===== src/rtl/local_port_injector.sv =====
// local_port_injector
// Network-interface transmitter feeding a router's local input port. It takes
// packet requests (destination + payload-flit count) and a payload word stream
// from the core, claims a free downstream VC and serializes each packet into
// HEAD/BODY/TAIL (or a single HEADTAIL) flit, honouring per-VC on/off flow
// control and the router's VC-allocatable status.
//
// Ports:
//   clk, rst              clock (rising edge), asynchronous active-low reset
//   pkt_valid_i/ready_o   packet request handshake
//   x_dest_i, y_dest_i    destination coordinates carried in the head flit
//   pkt_len_i             payload flit count, 0..MAX_PKT_LEN
//   pld_valid_i/data_i    payload word from the core
//   pld_ready_o           payload word consumed this cycle
//   data_o, valid_o       registered flit towards the router
//   on_off_i              per-VC on/off back-pressure
//   allocatable_i         per-VC idle indication
//   error_o               one-cycle pulse on an oversized request
//
// Build option: define LPI_RR_VC_SEL_EN for round-robin VC selection; without
// it the lowest free VC index always wins.

package noc_params;
  localparam int VC_NUM           = 4;
  localparam int VC_SIZE          = $clog2(VC_NUM);
  localparam int DEST_ADDR_SIZE_X = 4;
  localparam int DEST_ADDR_SIZE_Y = 4;
  localparam int FLIT_DATA_SIZE   = 16;

  typedef enum logic [1:0] {
    HEAD     = 2'b00,
    BODY     = 2'b01,
    TAIL     = 2'b10,
    HEADTAIL = 2'b11
  } flit_label_t;

  typedef struct packed {
    flit_label_t                 flit_label;
    logic [VC_SIZE-1:0]          vc_id;
    logic [FLIT_DATA_SIZE-1:0]   data;
  } flit_t;
endpackage

module local_port_injector #(
  parameter int MAX_PKT_LEN = 8,
  parameter int LW          = $clog2(MAX_PKT_LEN + 1)
) (
  input  logic                                      clk,
  input  logic                                      rst,
  input  logic                                      pkt_valid_i,
  output logic                                      pkt_ready_o,
  input  logic [noc_params::DEST_ADDR_SIZE_X-1:0]   x_dest_i,
  input  logic [noc_params::DEST_ADDR_SIZE_Y-1:0]   y_dest_i,
  input  logic [LW-1:0]                             pkt_len_i,
  input  logic                                      pld_valid_i,
  input  logic [noc_params::FLIT_DATA_SIZE-1:0]     pld_data_i,
  output logic                                      pld_ready_o,
  output noc_params::flit_t                         data_o,
  output logic                                      valid_o,
  input  logic [noc_params::VC_NUM-1:0]             on_off_i,
  input  logic [noc_params::VC_NUM-1:0]             allocatable_i,
  output logic                                      error_o
);

  localparam int VCN  = noc_params::VC_NUM;
  localparam int VCW  = noc_params::VC_SIZE;
  localparam int XW   = noc_params::DEST_ADDR_SIZE_X;
  localparam int YW   = noc_params::DEST_ADDR_SIZE_Y;
  localparam int DW   = noc_params::FLIT_DATA_SIZE;
  localparam int PADW = DW - XW - YW;

  typedef enum logic [1:0] {IDLE, VC_SEL, HEAD, PAYLOAD} state_t;

  state_t            state, state_next;
  logic [VCW-1:0]    cur_vc, cur_vc_next;
  logic [XW-1:0]     x_dest, x_dest_next;
  logic [YW-1:0]     y_dest, y_dest_next;
  logic [LW-1:0]     len, len_next;
  logic [LW-1:0]     remaining, remaining_next;
  logic [VCN-1:0]    hold_mask, hold_set;
  logic [VCN-1:0]    candidates;
  logic              cand_found;
  logic [VCW-1:0]    cand_idx;
  logic              send;
  logic              error_next;
  noc_params::flit_t flit_next;
`ifdef LPI_RR_VC_SEL_EN
  logic [VCW-1:0]    rr_ptr, rr_ptr_next;
`endif

  // A VC whose head we just sent stays masked until the router shows it busy.
  assign candidates  = allocatable_i & ~hold_mask;
  assign pkt_ready_o = (state == IDLE);
  assign pld_ready_o = (state == PAYLOAD) && on_off_i[cur_vc] && pld_valid_i;

  // VC picker: first candidate found scanning from the search start.
  always_comb begin
    int idx;
    cand_found = 1'b0;
    cand_idx   = '0;
    idx        = 0;
    for (int i = 0; i < VCN; i++) begin
`ifdef LPI_RR_VC_SEL_EN
      idx = (int'(rr_ptr) + i) % VCN;
`else
      idx = i;
`endif
      if (!cand_found && candidates[idx[VCW-1:0]]) begin
        cand_found = 1'b1;
        cand_idx   = idx[VCW-1:0];
      end else begin
        cand_found = cand_found;
      end
    end
  end

  // Next-state, flit build and handshake decode.
  always_comb begin
    state_next     = state;
    cur_vc_next    = cur_vc;
    x_dest_next    = x_dest;
    y_dest_next    = y_dest;
    len_next       = len;
    remaining_next = remaining;
    hold_set       = '0;
    send           = 1'b0;
    error_next     = 1'b0;
    flit_next      = '0;
    flit_next.vc_id = cur_vc;
`ifdef LPI_RR_VC_SEL_EN
    rr_ptr_next    = rr_ptr;
`endif
    case (state)
      IDLE: begin
        if (pkt_valid_i) begin
          // Oversized requests are swallowed with an error pulse.
          if (pkt_len_i > LW'(MAX_PKT_LEN)) begin
            error_next = 1'b1;
          end else begin
            x_dest_next = x_dest_i;
            y_dest_next = y_dest_i;
            len_next    = pkt_len_i;
            state_next  = VC_SEL;
          end
        end else begin
          state_next = IDLE;
        end
      end
      VC_SEL: begin
        if (cand_found) begin
          cur_vc_next = cand_idx;
          state_next  = HEAD;
`ifdef LPI_RR_VC_SEL_EN
          rr_ptr_next = (int'(cand_idx) == VCN - 1) ? '0 : cand_idx + VCW'(1);
`endif
        end else begin
          state_next = VC_SEL;
        end
      end
      HEAD: begin
        if (on_off_i[cur_vc]) begin
          send             = 1'b1;
          hold_set[cur_vc] = 1'b1;
          flit_next.data   = {x_dest, y_dest, {PADW{1'b0}}};
          if (len == LW'(0)) begin
            flit_next.flit_label = noc_params::HEADTAIL;
            state_next           = IDLE;
          end else begin
            flit_next.flit_label = noc_params::HEAD;
            remaining_next       = len;
            state_next           = PAYLOAD;
          end
        end else begin
          state_next = HEAD;
        end
      end
      PAYLOAD: begin
        if (on_off_i[cur_vc] && pld_valid_i) begin
          send           = 1'b1;
          flit_next.data = pld_data_i;
          remaining_next = remaining - LW'(1);
          if (remaining == LW'(1)) begin
            flit_next.flit_label = noc_params::TAIL;
            state_next           = IDLE;
          end else begin
            flit_next.flit_label = noc_params::BODY;
            state_next           = PAYLOAD;
          end
        end else begin
          state_next = PAYLOAD;
        end
      end
      default: begin
        state_next = IDLE;
      end
    endcase
  end

  // State and output registers; on hold_mask a set beats a same-cycle clear.
  always_ff @(posedge clk or negedge rst) begin
    if (!rst) begin
      state     <= IDLE;
      cur_vc    <= '0;
      x_dest    <= '0;
      y_dest    <= '0;
      len       <= '0;
      remaining <= '0;
      hold_mask <= '0;
      data_o    <= '0;
      valid_o   <= 1'b0;
      error_o   <= 1'b0;
`ifdef LPI_RR_VC_SEL_EN
      rr_ptr    <= '0;
`endif
    end else begin
      state     <= state_next;
      cur_vc    <= cur_vc_next;
      x_dest    <= x_dest_next;
      y_dest    <= y_dest_next;
      len       <= len_next;
      remaining <= remaining_next;
      hold_mask <= (hold_mask & allocatable_i) | hold_set;
      valid_o   <= send;
      error_o   <= error_next;
      if (send) begin
        data_o <= flit_next;
      end
`ifdef LPI_RR_VC_SEL_EN
      rr_ptr    <= rr_ptr_next;
`endif
    end
  end

endmodule

===== config.mk =====
export PLATFORM = sky130hd
export DESIGN_NAME = local_port_injector
export DESIGN_NICKNAME = d
export VERILOG_FILES = /design/src/rtl/local_port_injector.sv
export SDC_FILE = /design/constraint.sdc
export NUM_CORES = 1
export LEC_CHECK = 0
export CAP_MARGIN = 10
export CORE_AREA = 2 2 81 83
export CTS_BUF_LIST = sky130_fd_sc_hd__clkbuf_4
export CTS_CLUSTER_DIAMETER = 40
export CTS_CLUSTER_SIZE = 10
export DETAILED_ROUTE_END_ITERATION = 10
export DIE_AREA = 0 0 83 85
export GPL_TIMING_DRIVEN = 0
export HOLD_SLACK_MARGIN = 0.02
export PLACE_DENSITY = 0.57
export SLEW_MARGIN = 20
export SYNTH_ARGS = -nofsm -noshare
export SYNTH_HDL_FRONTEND = slang
export SYNTH_SLANG_ARGS = --single-unit
export TNS_END_PERCENT = 50

===== constraint.sdc =====
create_clock -name clk -period 2.15 [get_ports clk]
set_input_delay 0.3225 -clock clk [delete_from_list [all_inputs] [get_ports clk]]
set_output_delay 0.3225 -clock clk [all_outputs]
set_load 0.1 [all_outputs]

Word-level counts from Yosys, hierarchy flattened
Index checks and enable logic that the tools add are counted.
- mux-type cells: 39
- equality and inequality tests: 8
- bitwise operators: 5
- $add $sub $neg: 1
- reductions and logical operators: 16
- $lt $le $gt $ge: 3
- operator list (kind ; number):
    $mux 16 ; 2
    $pmux 16 s2 ; 1
    $mux 2 ; 13
    $mux 4 ; 5
    $mux 1 ; 12
    $and 4x4->4 ; 2
    $pmux 2 s4 ; 1
    $pmux 4 s2 ; 1
    $logic_and 1x1->1 ; 7
    $eq 2x2->1 const B ; 2
    $eq 4x1->1 const B ; 1
    $gt 4x4->1 const B ; 1
    $logic_not 4->1 ; 1
    $ne 2x2->1 const B ; 2
    $not 4->4 ; 1
    $or 4x4->4 ; 1
    $pmux 2 s2 ; 1
    $reduce_and 4->1 ; 1
    $sub 4x1->4 const B ; 1
    $logic_not 1->1 ; 3
    $lt 2x3->1 const B ; 1
    $ne 3x3->1 const B ; 1
    $reduce_and 3->1 ; 1
    $bmux 1 s2 ; 1
    other kinds (9) ; 9
- bits in registers: 46
- input port bits: 40
- logic and storage cells: 84

Depth between registers and ports, before layout
Gate-level depths: netlist (run 1).
- depth in word-level cells: 14
- gate-level depth with buffers: 7
- depth with buffers taken out: 6

Worst setup path after synthesis (run 1)
Ideal clock, no wire load.
- kind: reg2reg
- start point: register state[0]
- end point: register len[1]
- data required time: 2025 ps
- slack: -690 ps
- clock period less this slack: 2840 ps
- cell stages (with the launch flop): 5
- buffers on the path: 1
- data arrival time: 2716 ps
- path through: dfrtp_1 > nor2_1 > nand3_1 > clkbuf_1 > mux2_2
- cells in the longest elaborated chain, start to end: 2
- RTL lines (element ; line ; source):
    start: declaration ; 74 ; state_t state, state_next;
    start signal: assignment ; 216 ; state <= state_next;
    $logic_not 2->1 ; -- ;
    net pkt_ready_o ; 51 ; output logic pkt_ready_o,
    $reduce_and 3->1 (no source line) ; -- ;
    end signal: assignment ; 220 ; len <= len_next;
    end: declaration ; 78 ; logic [LW-1:0] len, len_next;
The timed path passes the listed nets, and every way through them passes these cells.
A chain may end at the register's enable or synchronous reset.

Worst setup path in the final report (run 1)
- start point: register cur_vc[0]
- end point: output port pld_ready_o
- cells in the longest elaborated chain, start to end: 4
- RTL lines (element ; line ; source):
    start: declaration ; 75 ; logic [VCW-1:0] cur_vc, cur_vc_next;
    start signal: assignment ; 217 ; cur_vc <= cur_vc_next;
    $bmux 1 s2 ; 94 ; assign pld_ready_o = (state == PAYLOAD) && on_off_i[cur_vc] && pld_valid_i;
    $mux 1 (implied by the code) ; 94 ;
    $logic_and 1x1->1 (2 in series) ; 94 ;
    end: declaration ; 57 ; output logic pld_ready_o,
No other way between the ends. The select of a mux whose other input is x is not followed.

==> impl_metrics.csv, run 1 <==
group,metric,value,unit
sta,fin_skew,15.18,ps
sta,post-route-min-period,2149,ps
synth,synth_edf_count,0,
routing,routed_wl,5.102,mm
global_routing,grt_pass1_vias,1586,
synth,synthTopCellsByCount,"46 x dfrtp_1, 20 x nand2_1, 16 x mux2_2, 12 x a21oi_1, 11 x nor2b_1",
routing,wl_per_cell,14.83,µm
routing,dr_total_vias,1701,
routing,ant_nets,0,
die,die_h,85,µm
global_routing,grt_usage,0.1397,
synth,syn-cell-area,0.002100,mm²
status,status,"complete, no violations",
die,die_x,83,µm
final_layout,drive_gt1_frac,0.1910,
clocking,clk_pin_slew,140,ps
synth,synth.net_count,228,
routing,drc,0,
setup_path,crit_fanout,5,
clocking,cts_tree,"yes",
clocking,clock_latency,360,ps
place,placed_cell_area,0.002850,mm²
die,die_area,0.007055,mm²
die,core,0.006205,mm²
synth,avgSynthCellArea,11.29,µm²
synth,ys_ff_latch,46,
routing,drt_iter0_markers,88,
clocking,cts_root_buf,"clkbuf_4",
place,dpl.hpwl,3.518,mm
die,num_io_pins,64,
sta,drv_slew,0,
synth,synth_cells,186,
synth,async_flop_share,1.000,
setup_path,endpoint_kind,"output pin",
place,portBuffers,63,
clocking,clockBufferDepth,2,
die,num_rows,29,
final_layout,fin_nets,308,
final_layout,diodes,0,
routing,drt_pre_antenna_iters,4,
synth,ys_seq_area_frac,0.5483,
sta,finalSetupViolations,0,
clocking,clock-sinks,46,
setup_path,crit_type,"reg -> out",
final_layout,fill_cells,601,
sta,rsz0062_at_grt,"true",
die,start_util,0.3384,
setup_path,critPathLaunchType,"flop",
job,maxCapViolations,0,
final_layout,fin_area,0.003029,mm²
global_routing,grt_max_degree,26,
setup_path,required,1830,ps
hold_path,hold_path.class,"in -> async",
pwr,p_per_area,1541,mW/mm²
place,globalplace.congestion,0.7374,
synth,synth_cell_type_count,38,
sta,max_freq,465.2,MHz
synth,synth.most_common_cell,"dfrtp_1",
sta,tns,0,ps
synth,yosys.area.top_type,"dfrtp_1",
synth,yosys_warnings,0,
synth,synth.top_cell.area_share,0.5483,
global_routing,grt_pass1_wl,7.831,mm
pwr,ir_drop,0.0006687,V
global_routing,gr-total-overflow,0,
pwr,leakagePower,0.001372,µW
setup_path,arrival,1830,ps
final_layout,syn_to_final_growth,44.28,%
synth,synth_flop_cell,"dfrtp_1",
synth,synthTopCellsByArea,"dfrtp_1 55%, mux2_2 8.6%, a221o_1 3.8%, nand2_1 3.6%, nor2b_1 3.3%",
sta,hold_viol_final,0,
sta,worstMarginPinSlew,1005,ps
clocking,htreeDepth,2,
global_routing,antenna_found_initial,0,
sta,relSlewSlack,0.3324,
sta,period_share,0.9997,
final_layout,fin_util,0.4882,
clocking,numCtsBuffers,5,
pwr,power,4668,µW
routing,via_per_inst,4.945,
==> final cells by class <==
| type | instances | area [µm²] | area share |
|---|---|---|---|
| clock inverters | 2 | 37.54 | 0.01239 |
| clock buffers | 6 | 45.04 | 0.01487 |
| flip-flops and latches | 46 | 1152 | 0.3804 |
| multi-input cells | 124 | 878.3 | 0.2900 |
| well taps | 77 | 96.34 | 0.03180 |
| inverters | 6 | 22.52 | 0.007435 |
| plain buffers | 9 | 72.57 | 0.02396 |
| repair buffers | 74 | 724.4 | 0.2392 |
==> per-layer routing <==
metal  track usage  share of wire  vias to the layer above
li1              -              -                      831
met1        0.1889           0.46                      821
met2        0.2155           0.49                       41
met3       0.03502          0.036                        8
met4       0.05812          0.019                        0
met5             0              0                        -
==> critical path, cell delays in order, from the launching register on <==
cell	delay, ps
dfrtp_1	400
mux4_2	570
and3_4	210
buf_12	130
buf_12	150
==> registers in the layout (all words and copies together), names as in the netlist <==
signal / flops
cur_vc: 2
data_o: 20
error_o: 1
hold_mask: 4
len: 4
remaining: 4
state: 2
valid_o: 1
x_dest: 4
y_dest: 4
==> cells in the final DEF (no fill, tap or decap), types with 3 or more instances in the layout <==
| cell type | netlist | layout |
|---|---|---|
| buf_2 | 3 | 3 |
| buf_4 | 1 | 9 |
| inv_1 | 6 | 6 |
| buf_12 | 0 | 3 |
| nand2b_1 | 6 | 6 |
| nand2_1 | 20 | 20 |
| nor2_1 | 9 | 8 |
| dlygate4sd2_1 | 0 | 22 |
| dfrtp_1 | 46 | 45 |
| clkdlybuf4s50_1 | 0 | 38 |
| a32o_1 | 4 | 4 |
| a221o_1 | 8 | 8 |
| nand3_1 | 5 | 5 |
| nor2b_1 | 11 | 11 |
| o21ai_0 | 10 | 10 |
| mux2_2 | 16 | 16 |
| clkbuf_4 | 0 | 7 |
| a21oi_1 | 12 | 12 |
==> repair_timing <==
item / in CTS / in global routing
endpoints found under the hold margin: 21 / 0
setup endpoints to repair: 24 / 1
cloned: 0 / 1
resized for setup: 35 / 5
hold buffers: 1 / 0
setup buffers: 1 / 7
==> power by group <==
group	switching [µW]	internal [µW]
Clock	279	258
Sequential	236	1220
Combinational	1820	856
Total	2330	2340
==> final timing paths <==
| kind | startpoint | to | slack [ps] | cells past startpoint |
|---|---|---|---|---|
| worst min-delay path | rst | data_o[7] | 460 | 2 |
| max in group asynchronous | rst | data_o[19] | 1160 | 3 |
| worst max register to register | cur_vc[0] | data_o[17] | 140 | 6 |
| min in group clk | data_o[19] | data_o[19] | 500 | 1 |
| worst min register to register | data_o[19] | data_o[19] | 500 | 1 |
| worst max-delay path | cur_vc[0] | pld_ready_o | 0.5 | 4 |
==> per-stage QoR <==
stage	worst slack (ps)	cells	hold slack, ps
finish	0.5410	344	456.5
global route	-81.84	344	471.8
CTS	-85.15	336	464.3
detailed placement	-1059	327	340.8
global placement	-1065	326	471.3
floorplan	97.87	186	26.91
==> cells by family (layout without fill, tap and decap cells) <==
kind of cell | Yosys count | in the layout | share of synthesized area
muxes | 17 | 17 | 0.09654
AOI/OAI and AO/OA | 43 | 43 | 0.1466
and+or+nand+nor | 62 | 62 | 0.1550
buffers and inverters | 16 | 97 | 0.04171
DFF | 46 | 46 | 0.5483
adders and majority gates | 2 | 2 | 0.01192
Power figures use the tool's default switching activity.
==> run 2: changes to the inputs <==
--- a/config.mk
+++ b/config.mk
@@ -12,7 +12,7 @@
 export CTS_CLUSTER_SIZE = 10
 export DETAILED_ROUTE_END_ITERATION = 10
 export DIE_AREA = 0 0 83 85
-export GPL_TIMING_DRIVEN = 0
+export GPL_TIMING_DRIVEN = 1
 export HOLD_SLACK_MARGIN = 0.02
 export PLACE_DENSITY = 0.57
 export SLEW_MARGIN = 20
==> run 2 against run 1 <==
Compared with the run above: final cell count is 1.5% lower; register-to-register slack better by 90 ps; total power is 0.32% higher; critical path depth is 1 lower; combinational power hardly changed; clock power is 1% higher; sequential share of layout area is 1.3 points higher; sequential cell count stayed put.
==> impl_metrics.csv, run 2 (synthesized netlist as in run 1, its figures left out) <==
group,metric,value,unit
status,status,"complete, no violations",
die,core,0.006205,mm²
routing,drc,0,
sta,fin_skew,7.364,ps
final_layout,regMostFlops,"data_o",
clocking,clk_pin_slew,140,ps
routing,dr_total_vias,1632,
place,portBuffers,63,
setup_path,critPathLaunchType,"flop",
final_layout,largest_reg_flops,20,
global_routing,gr-total-overflow,0,
sta,relSlewSlack,0.6104,
sta,worstMarginPinSlew,584.4,ps
setup_path,r2r_end,"data_o[17]",
place,dpl.hpwl,3.494,mm
die,die_x,83,µm
global_routing,grt_pass1_vias,1591,
clocking,clockBufferDepth,2,
setup_path,ff2ff_setup_slack,230,ps
routing,drt_pre_antenna_iters,4,
clocking,cts_tree,"yes",
routing,drt_iter0_markers,57,
sta,period_share,0.9590,
final_layout,fin_nets,303,
setup_path,arrival,1740,ps
sta,drv_slew,0,
clocking,cts_root_buf,"clkbuf_4",
pwr,p_per_area,1597,mW/mm²
clocking,clock-sinks,46,
sta,post-route-min-period,2062,ps
sta,max_freq,485.0,MHz
setup_path,required,1830,ps
pwr,ir_drop,0.0006665,V
global_routing,antenna_found_initial,0,
final_layout,layout_commonest_cell,"dfrtp_1",
setup_path,reg2reg_depth,5,
final_layout,mostFrequentLayoutCells,"44 x dfrtp_1, 38 x clkdlybuf4s50_1, 37 x buf_4",
routing,wl_per_cell,14.15,µm
clocking,clock_latency,360,ps
clocking,numCtsBuffers,5,
setup_path,endpoint_kind,"output pin",
global_routing,grt_max_degree,47,
job,maxCapViolations,0,
die,start_util,0.3384,
setup_path,r2r-start,"cur_vc[0]",
final_layout,fill_cells,594,
die,num_io_pins,64,
routing,via_per_inst,4.814,
die,die_area,0.007055,mm²
pwr,leakagePower,0.001305,µW
final_layout,fin_cells,339,
final_layout,drive_gt1_frac,0.2748,
die,num_rows,29,
final_layout,diodes,0,
routing,ant_nets,0,
place,dp_cells,329,
setup_path,crit_fanout,13,
clocking,htreeDepth,2,
sta,finalSetupViolations,0,
final_layout,syn_to_final_growth,39.69,%
global_routing,grt_usage,0.1390,
sta,hold_viol_final,0,
global_routing,grt_pass1_wl,7.893,mm
die,die_h,85,µm
setup_path,crit_type,"reg -> out",
clocking,cts.hold.buffers_added,0,
routing,routed_wl,4.797,mm
sta,hold_slack,23.54,ps
hold_path,hold_path.class,"in -> async",
place,globalplace.congestion,0.7326,
sta,rsz0062_at_grt,"false",
run 2: cell count changes in the layout (fill, tap and decap cells not counted), moves of 2 or more:
cell	delta
buf_4	+28
clkbuf_1	-2
dlygate4sd2_1	-22
buf_2	-2
run 2: worst max-delay path by stage:
stage	start	end	slack [ps]	cells after the start
finish	cur_vc[0]	pld_ready_o	90	3
global route	cur_vc[0]	pld_ready_o	7	3
CTS	cur_vc[0]	pld_ready_o	60	3
detailed placement	on_off_i[1]	pld_ready_o	-20	5
global placement	on_off_i[1]	pld_ready_o	-4	5
floorplan	cur_vc[0]	data_o[7]	100	6
run 2: where the power goes:
group / total [µW] / switching (µW) / internal [µW]
clock network: 546 / 288 / 258
logic: 2660 / 1770 / 886
registers: 1480 / 257 / 1220
total: 4680 / 2310 / 2370
run 2: metal layers:
layer,vias up,global-route usage,share of wire
met4,0,0.04024,0.0090
met1,780,0.1785,0.45
met3,4,0.03502,0.038
li1,815,-,-
met5,-,0,0
met2,33,0.2339,0.50
run 2: timing repair:
item                       4_1_cts  5_1_grt
setup endpoints to repair        1        1
gates resized for setup          3        2
buffers inserted                 2        1
run 2: metrics by stage:
stage	worst slack [ps]	power [µW]	utilization	setup TNS [ps]	cell area [µm²]
after CTS	60.17	4718	0.4711	0	2923
final	88.17	4683	0.4727	0	2933
after global placement	-4.197	4123	0.4576	-4.197	2839
after detailed placement	-18.97	4161	0.4576	-36.09	2839
after floorplan	97.87	3478	-	0	2108
after global routing	7.415	4964	0.4727	0	2933
run 2: layout make-up:
| type | count | area (µm²) | area share |
|---|---|---|---|
| clock buffers | 6 | 45.04 | 0.01536 |
| multi-input cells | 124 | 874.6 | 0.2982 |
| well taps | 77 | 96.34 | 0.03285 |
| clock inverters | 2 | 37.54 | 0.01280 |
| flip-flops and latches | 46 | 1154 | 0.3933 |
| inverters | 6 | 22.52 | 0.007679 |
| repair buffers | 78 | 703.2 | 0.2398 |
run 2: worst max-delay path, stage by stage, from the launching register on:
cell,delay (ps)
dfrtp_1,400
mux4_2,530
and3_4,260
buf_12,180
